File: config.mk
export PLATFORM = sky130hd
export DESIGN_NAME = uart8
export DESIGN_NICKNAME = d
export VERILOG_FILES = /design/src/rtl/uart_pkg.sv /design/src/rtl/baud_tick_gen.sv /design/src/rtl/uart_rx.sv /design/src/rtl/uart_tx.sv /design/src/rtl/uart8.sv
export SDC_FILE = /design/constraint.sdc
export NUM_CORES = 1
export LEC_CHECK = 0
export CAP_MARGIN = 25
export CORE_AREA = 2 2 87 64
export DETAILED_ROUTE_END_ITERATION = 6
export DIE_AREA = 0 0 89 66
export PLACE_DENSITY_LB_ADDON = 0.2
export SETUP_SLACK_MARGIN = 0.3
export SLEW_MARGIN = 20
export SYNTH_ARGS = -nofsm -noshare
export SYNTH_HDL_FRONTEND = slang
export SYNTH_HIERARCHICAL = 1
export SYNTH_SLANG_ARGS = --single-unit
File: constraint.sdc
create_clock -name clk -period 3.7 [get_ports clk]
set_clock_uncertainty 0.2 [all_clocks]
set_input_delay 0.74 -clock clk [delete_from_list [all_inputs] [get_ports clk]]
set_output_delay 0.74 -clock clk [all_outputs]
set_load 0.02 [all_outputs]
File: src/rtl/uart_pkg.sv
// Shared definitions for the uart8 receiver/transmitter slice.
package uart_pkg;

    typedef enum logic [1:0] {IDLE, START, DATA, STOP} uartState;

    // Counter width for a divide-by-div counter; never narrower than 1 bit.
    function automatic int divWidth(input int div);
        return (div > 1) ? $clog2(div) : 1;
    endfunction

endpackage

File: src/rtl/baud_tick_gen.sv
// Free-running divide-by-DIV counter; tick is high for the last clock of each period.
module baud_tick_gen import uart_pkg::*; #(
    parameter int DIV = 78
) (
    input  logic clk,
    input  logic reset,
    input  logic clear,
    output logic tick
);

    localparam int W = divWidth(DIV);
    localparam logic [W-1:0] LAST = W'(DIV - 1);

    logic [W-1:0] count;

    always_ff @(posedge clk or posedge reset) begin
        if (reset)
            count <= '0;
        else if (clear || count == LAST)
            count <= '0;
        else
            count <= count + 1'b1;
    end

    // Combinational so a state change lands exactly DIV clocks after clear drops.
    assign tick = !clear && (count == LAST);

endmodule

File: src/rtl/uart_rx.sv
// 8N1 receiver: oversampled, mid-bit sampling, returns to IDLE at mid-stop-bit.
module uart_rx import uart_pkg::*; #(
    parameter int CLOCK_RATE    = 12000000,
    parameter int BAUD_RATE     = 9600,
    parameter int RX_OVERSAMPLE = 16
) (
    input  logic       clk,
    input  logic       reset,
    input  logic       rxEn,
    input  logic       rx,
    output logic       rxBusy,
    output logic       rxDone,
    output logic       rxErr,
    output logic [7:0] out
);

    localparam int RX_DIV = CLOCK_RATE / (BAUD_RATE * RX_OVERSAMPLE);
    localparam int CW = divWidth(RX_OVERSAMPLE);
    localparam logic [CW-1:0] HALF_LAST = CW'(RX_OVERSAMPLE / 2 - 1);
    localparam logic [CW-1:0] BIT_LAST  = CW'(RX_OVERSAMPLE - 1);

    uartState state, nextState;
    logic          rxMeta, rxSync, tick, halfPoint, bitPoint;
    logic [CW-1:0] sampleCnt;
    logic [2:0]    bitCnt;
    logic [7:0]    shiftReg;

    baud_tick_gen #(.DIV(RX_DIV)) tickGen (
        .clk(clk), .reset(reset), .clear(state == IDLE), .tick(tick)
    );

    assign halfPoint = tick && (sampleCnt == HALF_LAST);
    assign bitPoint  = tick && (sampleCnt == BIT_LAST);

    // Synchronizer resets to the idle line level so reset never looks like a start bit.
    always_ff @(posedge clk or posedge reset) begin
        if (reset) begin
            rxMeta <= 1'b1;
            rxSync <= 1'b1;
        end else begin
            rxMeta <= rx;
            rxSync <= rxMeta;
        end
    end

    always_ff @(posedge clk or posedge reset) begin
        if (reset) state <= IDLE;
        else       state <= nextState;
    end

    always_comb begin
        nextState = state;
        case (state)
            IDLE:    if (!rxSync) nextState = START;
            START:   if (halfPoint) nextState = rxSync ? IDLE : DATA;
            DATA:    if (bitPoint && bitCnt == 3'd7) nextState = STOP;
            STOP:    if (bitPoint) nextState = IDLE;
            default: nextState = IDLE;
        endcase
        if (!rxEn) nextState = IDLE;
    end

    always_ff @(posedge clk or posedge reset) begin
        if (reset) begin
            sampleCnt <= '0;
            bitCnt    <= '0;
            shiftReg  <= '0;
            out       <= '0;
            rxDone    <= 1'b0;
            rxErr     <= 1'b0;
        end else begin
            rxDone <= 1'b0;
            rxErr  <= 1'b0;
            if (state == IDLE || (state == START && halfPoint) || bitPoint)
                sampleCnt <= '0;
            else if (tick)
                sampleCnt <= sampleCnt + 1'b1;
            if (state == START)
                bitCnt <= '0;
            if (state == DATA && bitPoint) begin
                shiftReg <= {rxSync, shiftReg[7:1]};
                bitCnt   <= bitCnt + 1'b1;
            end
            if (state == STOP && bitPoint && rxEn) begin
                if (rxSync) begin
                    out    <= shiftReg;
                    rxDone <= 1'b1;
                end else begin
                    rxErr <= 1'b1;
                end
            end
        end
    end

    // Busy only once the start bit is confirmed, so false starts never show.
    always_comb begin
        rxBusy = (state == DATA) || (state == STOP);
    end

endmodule

File: src/rtl/uart_tx.sv
// 8N1 transmitter: start bit, 8 data bits LSB-first, stop bit, one bit per baud tick.
module uart_tx import uart_pkg::*; #(
    parameter int CLOCK_RATE = 12000000,
    parameter int BAUD_RATE  = 9600
) (
    input  logic       clk,
    input  logic       reset,
    input  logic       txEn,
    input  logic       txStart,
    input  logic [7:0] in,
    output logic       tx,
    output logic       txBusy,
    output logic       txDone
);

    localparam int TX_DIV = CLOCK_RATE / BAUD_RATE;

    uartState   state, nextState;
    logic       tick;
    logic [2:0] bitCnt;
    logic [7:0] shiftReg;

    baud_tick_gen #(.DIV(TX_DIV)) tickGen (
        .clk(clk), .reset(reset), .clear(state == IDLE), .tick(tick)
    );

    always_ff @(posedge clk or posedge reset) begin
        if (reset) state <= IDLE;
        else       state <= nextState;
    end

    always_comb begin
        nextState = state;
        case (state)
            IDLE:    if (txStart) nextState = START;
            START:   if (tick) nextState = DATA;
            DATA:    if (tick && bitCnt == 3'd7) nextState = STOP;
            STOP:    if (tick) nextState = IDLE;
            default: nextState = IDLE;
        endcase
        if (!txEn) nextState = IDLE;
    end

    always_ff @(posedge clk or posedge reset) begin
        if (reset) begin
            bitCnt   <= '0;
            shiftReg <= '0;
            txDone   <= 1'b0;
        end else begin
            txDone <= 1'b0;
            if (state == IDLE && txEn && txStart)
                shiftReg <= in;
            if (state == START)
                bitCnt <= '0;
            if (state == DATA && tick) begin
                shiftReg <= {1'b0, shiftReg[7:1]};
                bitCnt   <= bitCnt + 1'b1;
            end
            if (state == STOP && tick && txEn)
                txDone <= 1'b1;
        end
    end

    always_comb begin
        txBusy = (state != IDLE);
        case (state)
            START:   tx = 1'b0;
            DATA:    tx = shiftReg[0];
            default: tx = 1'b1;
        endcase
    end

endmodule

File: src/rtl/uart8.sv
// 8N1 UART top: independent receiver and transmitter sharing one clock.
module uart8 import uart_pkg::*; #(
    parameter int CLOCK_RATE    = 12000000,
    parameter int BAUD_RATE     = 9600,
    parameter int RX_OVERSAMPLE = 16
) (
    input  logic       clk,
    input  logic       reset,
    input  logic       rxEn,
    input  logic       rx,
    output logic       rxBusy,
    output logic       rxDone,
    output logic       rxErr,
    output logic [7:0] out,
    input  logic       txEn,
    input  logic       txStart,
    input  logic [7:0] in,
    output logic       tx,
    output logic       txBusy,
    output logic       txDone
);

    uart_rx #(
        .CLOCK_RATE(CLOCK_RATE), .BAUD_RATE(BAUD_RATE), .RX_OVERSAMPLE(RX_OVERSAMPLE)
    ) rxUnit (
        .clk(clk), .reset(reset), .rxEn(rxEn), .rx(rx),
        .rxBusy(rxBusy), .rxDone(rxDone), .rxErr(rxErr), .out(out)
    );

    uart_tx #(
        .CLOCK_RATE(CLOCK_RATE), .BAUD_RATE(BAUD_RATE)
    ) txUnit (
        .clk(clk), .reset(reset), .txEn(txEn), .txStart(txStart), .in(in),
        .tx(tx), .txBusy(txBusy), .txDone(txDone)
    );

endmodule

* Yosys cells after proc, flatten, opt, wreduce, memory -nomap -nowiden
Cells that the tools add are included.
** Word-level totals
- Flip-flop bits (word level) :: 61
- Bits in latches :: 0
- RAM bits :: 0
- Memory bits (read-only) :: 0
- Bits of input ports :: 14
- Output and inout bits :: 14
- Word-level logic and storage cells :: 101
- Memories kept :: 0
** Cells by class
- Add/sub/neg operators :: 5
- $mul :: 0
- Div/mod/pow operators :: 0
- $lt $le $gt $ge :: 0
- Equality and inequality tests :: 20
- Shifts and indexed selects :: 0
- Mux-type cells :: 29
- Bitwise gates (word level) :: 0
- Reductions and logical operators :: 32
** Operators with widths (number)
- two-way mux 2 bit :: 11
- != test 3 x 2 -> 1 bit (second input constant) :: 6
- two-way mux 8 bit :: 2
- case mux 2 bit (4 select lines) :: 2
- logical AND 1 bit :: 15
- two-way mux 3 bit :: 4
- adder 11 x 1 -> 11 bit (second input constant) :: 1
- == test 11 bit (second input constant) :: 1
- two-way mux 11 bit :: 1
- nonzero test 2 bit :: 5
- == test 2 bit (second input constant) :: 4
- two-way mux 4 bit :: 2
- AND reduction 4 bit :: 2
- adder 7 x 1 -> 7 bit (second input constant) :: 1
- == test 7 bit (second input constant) :: 1
- two-way mux 7 bit :: 1
- adder 3 x 1 -> 3 bit (second input constant) :: 2
- == test 3 bit (second input constant) :: 2
- != test 3 bit (second input constant) :: 2
- logical OR 1 bit :: 5
- two-way mux 1 bit :: 5
- adder 4 x 1 -> 4 bit (second input constant) :: 1
- == test 2 x 1 -> 1 bit (second input constant) :: 2
- == test 4 x 3 -> 1 bit (second input constant) :: 1
- other kinds (5) :: 7

* Logic depth before layout (Yosys ltp)
Gate-level depths: netlist (run 1).
- Depth after elaboration :: 8
- Gate-level depth with buffers :: 9
- Gate-level depth less buffers :: 7

* Hierarchy
Netlist (run 1), hierarchy kept.
** By module, submodules not included
- uart_rx :: instances 1, cells each 92, area an instance 1234.9 µm², seq. area each 728.2 µm²
- uart_tx :: instances 1, cells each 81, area an instance 754.5 µm², seq. area each 350.3 µm²
- baud_tick_gen at txUnit.tickGen :: instances 1, cells each 55, area an instance 571.8 µm², seq. area each 275.3 µm²
- baud_tick_gen at rxUnit.tickGen :: instances 1, cells each 33, area an instance 346.6 µm², seq. area each 175.2 µm²

* Worst setup path before layout (run 1)
OpenSTA, ideal clock, no wires.
- Kind :: reg2reg
- Start :: register rxUnit.tickGen.count[1]
- End :: register rxUnit.shiftReg[0]
- Library setup time :: 0.125 ns
- Data arrival time :: 1.960 ns
- Data required time :: 3.375 ns
- Slack :: 1.415 ns
- Cell stages (with the launch flop) :: 10
- Buffers on the path :: 2
- Clock period less this slack :: 2.285 ns
- Cells stage by stage :: dfrtp_1 > inv_1 > ha_1 > nand4bb_2 > nor3_1 > buf_2 > nand3_1 > nor3_1 > buf_4 > mux2_2
** On the way
- Longest elaborated chain between the ends :: 4
** RTL lines
- start, declared :: RTL line baud_tick_gen.sv:14 : logic [W-1:0] count;
- start signal, assigned :: RTL line baud_tick_gen.sv:22 : count <= count + 1'b1;
- == test 7 bit :: RTL line baud_tick_gen.sv:26 : assign tick = !clear && (count == LAST);
- logical AND 1 bit :: RTL line baud_tick_gen.sv:26
- named net rxUnit.tick :: RTL line uart_rx.sv:23 : logic rxMeta, rxSync, tick, halfPoint, bitPoint;
- logical AND 1 bit :: RTL line uart_rx.sv:33 : assign bitPoint = tick && (sampleCnt == BIT_LAST);
- logical AND 1 bit :: RTL line uart_rx.sv:80 : if (state == DATA && bitPoint) begin
- end signal, assigned :: RTL line uart_rx.sv:81 : shiftReg <= {rxSync, shiftReg[7:1]};
- end, declared :: RTL line uart_rx.sv:26 : logic [7:0] shiftReg;
The timed path passes the listed nets, and every way through them passes these cells.
A chain may end at the register's enable or synchronous reset.

* Worst setup path after layout (run 1)
- Start :: register txUnit.state[0]
- End :: output port tx
** On the way
- Longest elaborated chain between the ends :: 2
- Elaborated cells between the ends (all ways) :: 3
- Those cells by class :: eq/ne (2); mux (1)
** RTL lines
- start, declared :: RTL line uart_tx.sv:18 : uartState state, nextState;
- start signal, assigned :: RTL line uart_tx.sv:29 : else state <= nextState;
- == test 2 bit or == test 2 x 1 -> 1 bit (tied branches) :: RTL line uart_tx.sv:66 : case (state)
- case mux 1 bit (2 select lines) (*) :: RTL line uart_tx.sv:66
- end, declared :: RTL line uart8.sv:18 : output logic tx,
Every way passes the cells marked *; elsewhere a longest branch is shown, timed or not.

==> results.md, run 1 <==
- The minimum clock period is just under 3 ns.
- The gate count of the mapped netlist is 261.
- Setup repair after global routing left no endpoint under its margin.
- The CTS H-tree depth is 3.
- The maximum number of pins on one net before global-route repair is 30.
- Leaving out fill and tap cells, the most frequent cell in the layout is sky130_fd_sc_hd__dfrtp_1.
- The multi-input combinational cells in the finished layout cover a total of 1281 um2.
- The end of the worst register-to-register path is txUnit/shiftReg[2].
- Leaving out fill and tap cells, the most frequent cells in the layout are 59 x sky130_fd_sc_hd__dfrtp_1, 27 x sky130_fd_sc_hd__clkdlybuf4s50_1, 24 x sky130_fd_sc_hd__nand2_1.
- The total count of max-transition violations in the final report came to 0.
- The count of buffers inserted at the top-level ports is 27.
- The maximum clock frequency is 344.0 MHz.
- The first detailed-routing pass took 4 iterations.
- The met2 usage in global routing is just over 30%.
- Counting the fill cells in the layout gives 414.
- The worst-margin pin slew is around 0.95 ns.
- From synthesis to final layout, the design area changed by 17.73%.
- After clock tree synthesis, the clock-pin slew on the worst setup and hold paths is 0.06 ns.
- A synthesized cell averages 11.14 um2.
- The I/O pin count is 28.
- For the worst setup path, the data required time is 2.76 ns.
- The horizontal die dimension is 89 um.
- The total die area is 5874 um2.
- For the worst flop-to-flop path, the logic depth is 7.
- In this run the worst setup path begins at txUnit/state[0].
- The initial core utilization is 57.41%.
- STA classifies the critical path startpoint as a flip-flop.
- Synthesis produced a netlist with a net count of 288.
- In this run the power density over the cells is ~470 nW/um2.
- In the routed design, unresolved DRC markers number 0.
- In the post-synthesis netlist, the biggest area contributors are sky130_fd_sc_hd__dfrtp_1 51%, sky130_fd_sc_hd__mux2_2 6.2%, sky130_fd_sc_hd__ha_1 5.6%.
- The worst hold path class is flip-flop to flip-flop.
- In the synthesized netlist the async set-or-reset flop fraction comes to 100.0%.
- The most heavily used metal layer in global routing is met2.
- The worst hold path was traced through 0 stages.
- The antenna diode count is 0.
- The number of endpoints with negative hold slack in the final report is 0.
- The final cycle utilization of the critical path is 78.58%.
- The fraction of final layout cells with drive strength greater than 1 is approximately 16%.
- The synthesized netlist devotes just under 10% of its cell area to compound gates.
- The worst min-delay path startpoint is rxUnit/rxMeta.
- The cell taking the most area after synthesis is sky130_fd_sc_hd__dfrtp_1.
- The count of buffers added by post-CTS timing repair for setup is 0.
- The number of CTS-inserted buffers is 9.
- STA puts the critical path data arrival time at about 2.0 ns.
- During synthesis, Yosys emitted a total of 6 warnings.
- Summed over all cells, the static leakage comes to 1.532 nW.
- At the later pin of the worst-skew pair, clock insertion delay measures around 0.33 ns.
- The run finished with clean final reports.
- Routability-driven placement finished with a final weighted congestion of 0.7942.
- After routing, the total negative slack on setup checks comes to 0 ns.
- After routing the design area is 3423 um2.
- The first routing iteration left 96 violations.
- The adder and majority gate portion of the synthesized area is 5.594%.
- The number of cells in the finished layout apart from fillers is between 300 and 400.
- In the final design database the tool counted about 320 nets.
- Once the clock tree was built, the resizer swapped 0 gates to a different size.
- The root buffer cell chosen for the clock tree is sky130_fd_sc_hd__clkbuf_8.
- The fraction of the yosys area taken by sequential cells is 52.58%.
- The sum of overflow across all layers after global routing is 0.
- The simple-gate share of the synthesized area is 18.07%.
- Measured against the total synthesized area, the mux share comes to 7.917%.
- The design draws around 1.6 mW.
- After detailed placement, the design holds a cell count of 355.
- In this run the cell area measured after placement is 3246 um2.
- The remaining antenna violation count is 0.
- Yosys mapped a number of flops with a built-in enable equal to 0.
- The met1 usage is between 20 and 30%.
- The number of antenna violations at the first check in global routing was 0.
- In this run the register-to-register setup slack is 0.93 ns.
- Using the TritonRoute via totals, the vias-per-cell ratio works out to 5.488.
- The worst IR drop on VDD is ~0.37 mV.
- The global-route usage over all layers is 20.85%.
- Detailed placement ended at an HPWL of 3691 um.
- Along the worst path, the maximum fanout reaches 7.
- The via count is 2036.
- The number of max-cap violations is 0.
- The floorplan step defined a core boundary enclosing between 5000 and 6000 um2.
- The first global-routing pass estimated approximately 9200 um of wire.
- The area of the mapped netlist is roughly 2900 um2.
- The floorplan has 22 rows.
- Summing the areas of all xor and xnor instances in the mapped netlist gives 2.711% of the synthesized area.
- Registers take 1529 um2.
- The relative slew slack is 36.03%.
- The distinct cell type count after synthesis is 54.
- For hold timing, the worst endpoint is rxUnit/rxSync.
- TritonCTS built the clock tree.
- The die is 66 um tall.
- Clock tree synthesis found a total of 61 sinks.
- The register bit count reported by yosys is 61.
- The detailed-route wire length per cell is 14.02 um.
- The type of the worst setup path is flip-flop to output port.
- The number of global-route vias before repair is 1997.
- The most used flip-flop cell after synthesis is sky130_fd_sc_hd__dfrtp_1.
- The clock passes through at most 2 buffers.
- The dominant combinational cell family by area after synthesis is simple AND/OR/NAND/NOR gates.
- Setup violations remaining at the end of the flow were counted as 0.
- In this run the biggest area consumer among cell types represents 50.77% of the synthesized area.
- In this run the critical register-to-register path is launched from txUnit/tickGen/count[1].
- For this block, the routed nets add up to about 5200 um of wire.
- The met3 usage is 7.116%.
- The kind of capture point of the worst setup path is an output port.
- After clock tree synthesis, the flow added hold-fix buffers numbering 0.
[synthesized netlist by cell type, types with 2 or more instances]
library cell               number
sky130_fd_sc_hd__ha_1          13
sky130_fd_sc_hd__o21ai_0        6
sky130_fd_sc_hd__a21oi_1        8
sky130_fd_sc_hd__a31oi_1        2
sky130_fd_sc_hd__inv_1         14
sky130_fd_sc_hd__and2_1         2
sky130_fd_sc_hd__mux2i_1        5
sky130_fd_sc_hd__nor2b_1        4
sky130_fd_sc_hd__clkbuf_1       3
sky130_fd_sc_hd__nand3_2        2
sky130_fd_sc_hd__o31ai_1        5
sky130_fd_sc_hd__nand4_1        4
sky130_fd_sc_hd__mux2_2        16
sky130_fd_sc_hd__or3_1          4
sky130_fd_sc_hd__nand3b_1       3
sky130_fd_sc_hd__nand3_1        7
sky130_fd_sc_hd__dfrtp_1       59
sky130_fd_sc_hd__nor3_1         7
sky130_fd_sc_hd__dfstp_2        2
sky130_fd_sc_hd__or4_1          2
sky130_fd_sc_hd__nor2_1        23
sky130_fd_sc_hd__xnor2_1        4
sky130_fd_sc_hd__xor2_1         5
sky130_fd_sc_hd__nand2_1       24
sky130_fd_sc_hd__o22ai_1        6
sky130_fd_sc_hd__buf_2          3
[final cells by class]
cell class,instances,share of cell area (%)
clock buffers,12,4.532
clock inverters,4,0.6579
inverters,14,1.535
multi-input cells,178,37.43
flip-flops and latches,61,44.66
well taps,72,2.632
repair buffers,30,8.553
[per-layer routing]
metal	vias up	share of wire, %
met4	0	0.73
met1	987	49
met3	4	4.8
met2	52	45
li1	993	-
met5	-	0
[worst max-delay path, stage by stage (launching register included)]
cell and delay, ns:
sky130_fd_sc_hd__dfrtp_1 0.40, sky130_fd_sc_hd__inv_1 0.10, sky130_fd_sc_hd__ha_1 0.28, sky130_fd_sc_hd__mux2i_1 0.22
sky130_fd_sc_hd__clkdlybuf4s50_1 0.63
[power by group]
group / switching, mW / internal (mW) / total, mW
Combinational: 0.175 / 0.133 / 0.308
Clock: 0.241 / 0.276 / 0.517
Sequential: 0.0547 / 0.737 / 0.792
[stage by stage]
stage                     util, %  worst slack (ns)  hold slack (ns)
after floorplan                 -             1.415           0.1452
after global placement      64.08             1.125           0.1481
after detailed placement    64.08             1.006           0.1511
after CTS                   67.59            0.7758           0.1606
after global routing        67.59            0.5995           0.1642
final                       67.59            0.7926           0.1577
[state kept, by name, indices dropped and copies added, names as in the netlist]
name	count
rxUnit/rxMeta	1
txUnit/tickGen/count	11
rxUnit/rxDone	1
rxUnit/rxSync	1
rxUnit/state	2
rxUnit/shiftReg	8
rxUnit/rxErr	1
txUnit/bitCnt	3
rxUnit/sampleCnt	4
txUnit/state	2
txUnit/shiftReg	8
txUnit/txDone	1
rxUnit/out	8
rxUnit/tickGen/count	7
rxUnit/bitCnt	3
[logic make-up after synthesis]
logic type / count (synthesis)
AO/OA/AOI/OAI: 40
XOR/XNOR: 9
adder cells (fa/ha/maj): 13
buffers and inverters: 22
flip-flops: 61
multiplexers: 21
AND/OR/NAND/NOR: 95
[worst max-delay path by stage]
stage | to | slack, ns
after floorplan | rxUnit/shiftReg[0] | 1.42
after global placement | txUnit/shiftReg[5] | 1.12
after detailed placement | txUnit/shiftReg[2] | 1.01
after CTS | tx | 0.78
after global routing | txUnit/shiftReg[2] | 0.60
final | tx | 0.79
Note: power is estimated with default switching activity, not from simulation.
==> inputs of run 2 (changes only) <==
Settings changed: CORE_AREA 2 2 87 64 to 2 2 94 69, DIE_AREA 0 0 89 66 to 0 0 96 71.
Clock period 3.7 ns to 2.4 ns, I/O delays scaled along.
==> run 2 against run 1 <==
Core utilization down 2.2 points. Hold slack worse by 0.0044 ns. Routed wire length is 17% higher. Via count is 5.9% higher. Critical endpoint is now rxUnit/shiftReg[5]. Highest routed layer unchanged. Sequential share of layout area down 5.5 points. Die area increased by 16%. Largest cell class unchanged. Register-to-register slack got worse by 0.73 ns. Global-route usage down 2.0 points. Combinational power increased by 100%. Total power rose by 70%. Setup slack worse by 0.59 ns.
==> results.md, run 2 (same netlist as run 1, synthesis figures left out) <==
- The run finished with clean final reports.
- The initial DRC count is 85.
- The number of antenna violations at the first check in global routing was 0.
- After detailed placement, the design holds a cell count of 369.
- The number of hold buffers added after CTS was 0.
- The clock tree from TritonCTS is done.
- The tree is rooted in a sky130_fd_sc_hd__clkbuf_8.
- The library cells used most frequently in the layout, excluding fill and tap cells, are 58 x sky130_fd_sc_hd__dfrtp_1, 24 x sky130_fd_sc_hd__clkdlybuf4s50_1, 24 x sky130_fd_sc_hd__nand2_1.
- The instance count along the most critical hold path is 0.
- Entering global routing, the biggest net connects 21 pins.
- The post-detailed-route DRC marker count is 0.
- In this run the horizontal extent of the chip is 96 um.
- The number of max-cap violations is 0.
- The worst pin sits at a relative slew slack of 62.42%.
- The total die area is 6816 um2.
- The capture endpoint of the worst hold path is rxUnit/rxSync.
- The multi-input combinational cells in the finished layout cover a total of 1486 um2.
- The total count of max-transition violations in the final report came to 0.
- Of the cells placed in the final design, the portion with a size suffix greater than 1 is between 20% and 30%.
- The internal portion of the total power is 1.918 mW.
- The static power due to leakage is 1.771 nW.
- The net switching share of the total power is 30.29%.
- The worst IR drop on VDD is 0.5012 mV.
- Setup repair after global routing could not meet its margin everywhere.
- Leaving out fill and tap cells, the most frequent cell in the layout is sky130_fd_sc_hd__dfrtp_1.
- The floorplan has 24 rows.
- The vertical extent of the die is 71 um.
- STA classifies the critical path endpoint as a flip-flop.
- The share of total power dissipated in combinational logic is 22.8%.
- Based on the critical path, the design can be clocked at up to 454.2 MHz.
- After detailed routing, the total wire length is 6071 um.
- STA classifies the critical path startpoint as a flip-flop.
- Compared with the post-synthesis result, the final layout area differs by 34.38%.
- The minimum clock period is 2.202 ns.
- The startpoint identified for the worst hold timing path is rxUnit/rxMeta.
- The number of CTS-inserted buffers is 9.
- The routability-driven placement congestion ratio is 0.8770.
- The initial core utilization is 48.66%.
- Routed signal wires occupy layers up through met4.
- In this run the count of I/O pins placed on the die edge is 28.
- The area of the core region is around 6000 um2.
- The antenna diode count is 0.
- The worst path uses between 90% and 100% of the clock period.
- The global-route wire length before repair is 9742 um.
- The power density over the cells is 704.2 nW/um2.
- CTS saw 61 sinks.
- After detailed routing, the average wire length per cell comes to 14.99 um.
- The worst-case reg-to-reg path depth is 8.
- The data arrival time of the critical path is between 2 and 2.5 ns.
- The worst hold path class is flip-flop to flip-flop.
- The first-pass iteration count of the detailed router is 4.
- The number of global-route vias before repair was between 2000 and 2500.
- The reg-to-reg critical path startpoint is rxUnit/tickGen/count[1].
- The clock-pin slew of the registers on the worst-case setup and hold paths is 0.07 ns.
- Summed over all nets, wire length on met2 after detailed routing comes to 2863 um.
- The part of the total power dissipated in sequential elements is 44.0%.
- Data on the critical path is required at its endpoint by 2.42 ns.
- After detailed routing, the met3 layer carries 213 um of wire.
- The register with the most flip-flops in the layout has 11 of them.
- Summed over all failing endpoints, the final setup total negative slack is 0 ns.
- The estimated wirelength of the detail-placed design is 3894 um.
- In this run the power spent charging and discharging nets is 0.8335 mW.
- The largest fanout of any net on the critical path is 6.
- The number of nets at the end of the flow is 349.
- Summing over every cut layer, the via total after detailed routing is 2157.
- The number of fillers in the final layout is ~490.
- For flop-to-flop paths, the worst setup slack is 0.20 ns.
- The clock group share of total power is 33.2%.
- The sum of overflow across all layers after global routing is 0.
- The register with the most flip-flops is txUnit/tickGen/count.
- For the worst-skew pair, the clock arrives at the later sink with an insertion delay of about 0.34 ns.
- For the pin with the worst max-slew slack, the measured transition is 0.5631 ns.
- In the final layout, flip-flops and latches occupy approximately 1500 um2.
- The number of endpoints with negative hold slack in the final report is 0.
- The critical path is of the flip-flop to flip-flop type.
- The global-route usage over all layers is 18.82%.
- The end of the worst register-to-register path is rxUnit/shiftReg[5].
- The sum of routed wire segments on met1 is 2914 um.
- Setup violations remaining at the end of the flow were counted as 0.
- The count of nets left with antenna violations once routing finished came out at 0.
- The H-tree was split into 3 levels.
- The number of cells in the finished layout apart from fillers is 405.
- Dividing the detail-routed via count by the number of cells gives roughly 5.3.
- The count of buffers inserted at the top-level ports is 27.
- The number of buffers between clock root and the deepest sink is 2.
## run 2: what timing repair did
action                     4_1_cts  5_1_grt
gates cloned                     2        0
resized for setup               21       35
buffers inserted                 7       11
pin swaps                        3       13
setup endpoints to repair       30       34
## run 2: power by group through the flow
stage	logic (mW)	registers (mW)	clock network (mW)
after CTS	0.535	1.21	0.938
after floorplan	0.362	1.21	0
after global placement	0.500	1.23	0
after global routing	0.705	1.23	0.989
after detailed placement	0.509	1.23	0
final	0.628	1.21	0.913
## run 2: worst max-delay path: stages (launching register included)
cell and delay (ns):
sky130_fd_sc_hd__dfrtp_1 0.39, sky130_fd_sc_hd__inv_2 0.07, sky130_fd_sc_hd__ha_4 0.13, sky130_fd_sc_hd__nand4bb_4 0.12, sky130_fd_sc_hd__nor3_4 0.28, sky130_fd_sc_hd__nand3_2 0.14
sky130_fd_sc_hd__nor3_4 0.26, sky130_fd_sc_hd__buf_6 0.18, sky130_fd_sc_hd__mux2_4 0.31
## run 2: layer usage
| metal | up-vias | GRT usage [%] |
|---|---|---|
| met5 | - | 0 |
| met4 | 0 | 5.238 |
| met3 | 9 | 6.709 |
| met2 | 41 | 28.55 |
| met1 | 1059 | 25.66 |
| li1 | 1048 | - |
## run 2: worst max path at each step
| stage | from | endpoint | slack (ns) | depth (start not counted) |
|---|---|---|---|---|
| final | rxUnit/tickGen/count[1] | rxUnit/shiftReg[5] | 0.20 | 8 |
| after global routing | rxUnit/tickGen/count[1] | rxUnit/shiftReg[5] | 0.1 | 8 |
| after CTS | txUnit/state[0] | tx | 0.24 | 4 |
| after detailed placement | txUnit/state[0] | tx | 0.16 | 4 |
| after global placement | txUnit/state[0] | tx | 0.20 | 4 |
| after floorplan | rxUnit/tickGen/count[1] | rxUnit/out[1] | 0.26 | 8 |
## run 2: stage by stage
stage / hold WS [ns] / setup WS [ns] / total power [mW] / cell area (um2) / utilization [%]
after floorplan: 0.08340 / 0.2632 / 1.576 / 2958 / -
after global placement: 0.1474 / 0.2013 / 1.726 / 3373 / 56.45
after detailed placement: 0.1493 / 0.1641 / 1.738 / 3373 / 56.45
after CTS: 0.1545 / 0.2445 / 2.680 / 3685 / 61.66
after global routing: 0.1544 / 0.09906 / 2.919 / 3908 / 65.39
final: 0.1533 / 0.1984 / 2.751 / 3908 / 65.39
## run 2: layout make-up
| cell class | count | share of cell area, % |
|---|---|---|
| clock buffers | 9 | 3.170 |
| clock inverters | 7 | 1.921 |
| inverters | 14 | 1.345 |
| multi-input cells | 178 | 38.04 |
| flip-flops and latches | 61 | 39.16 |
| well taps | 78 | 2.498 |
| repair buffers | 58 | 13.86 |
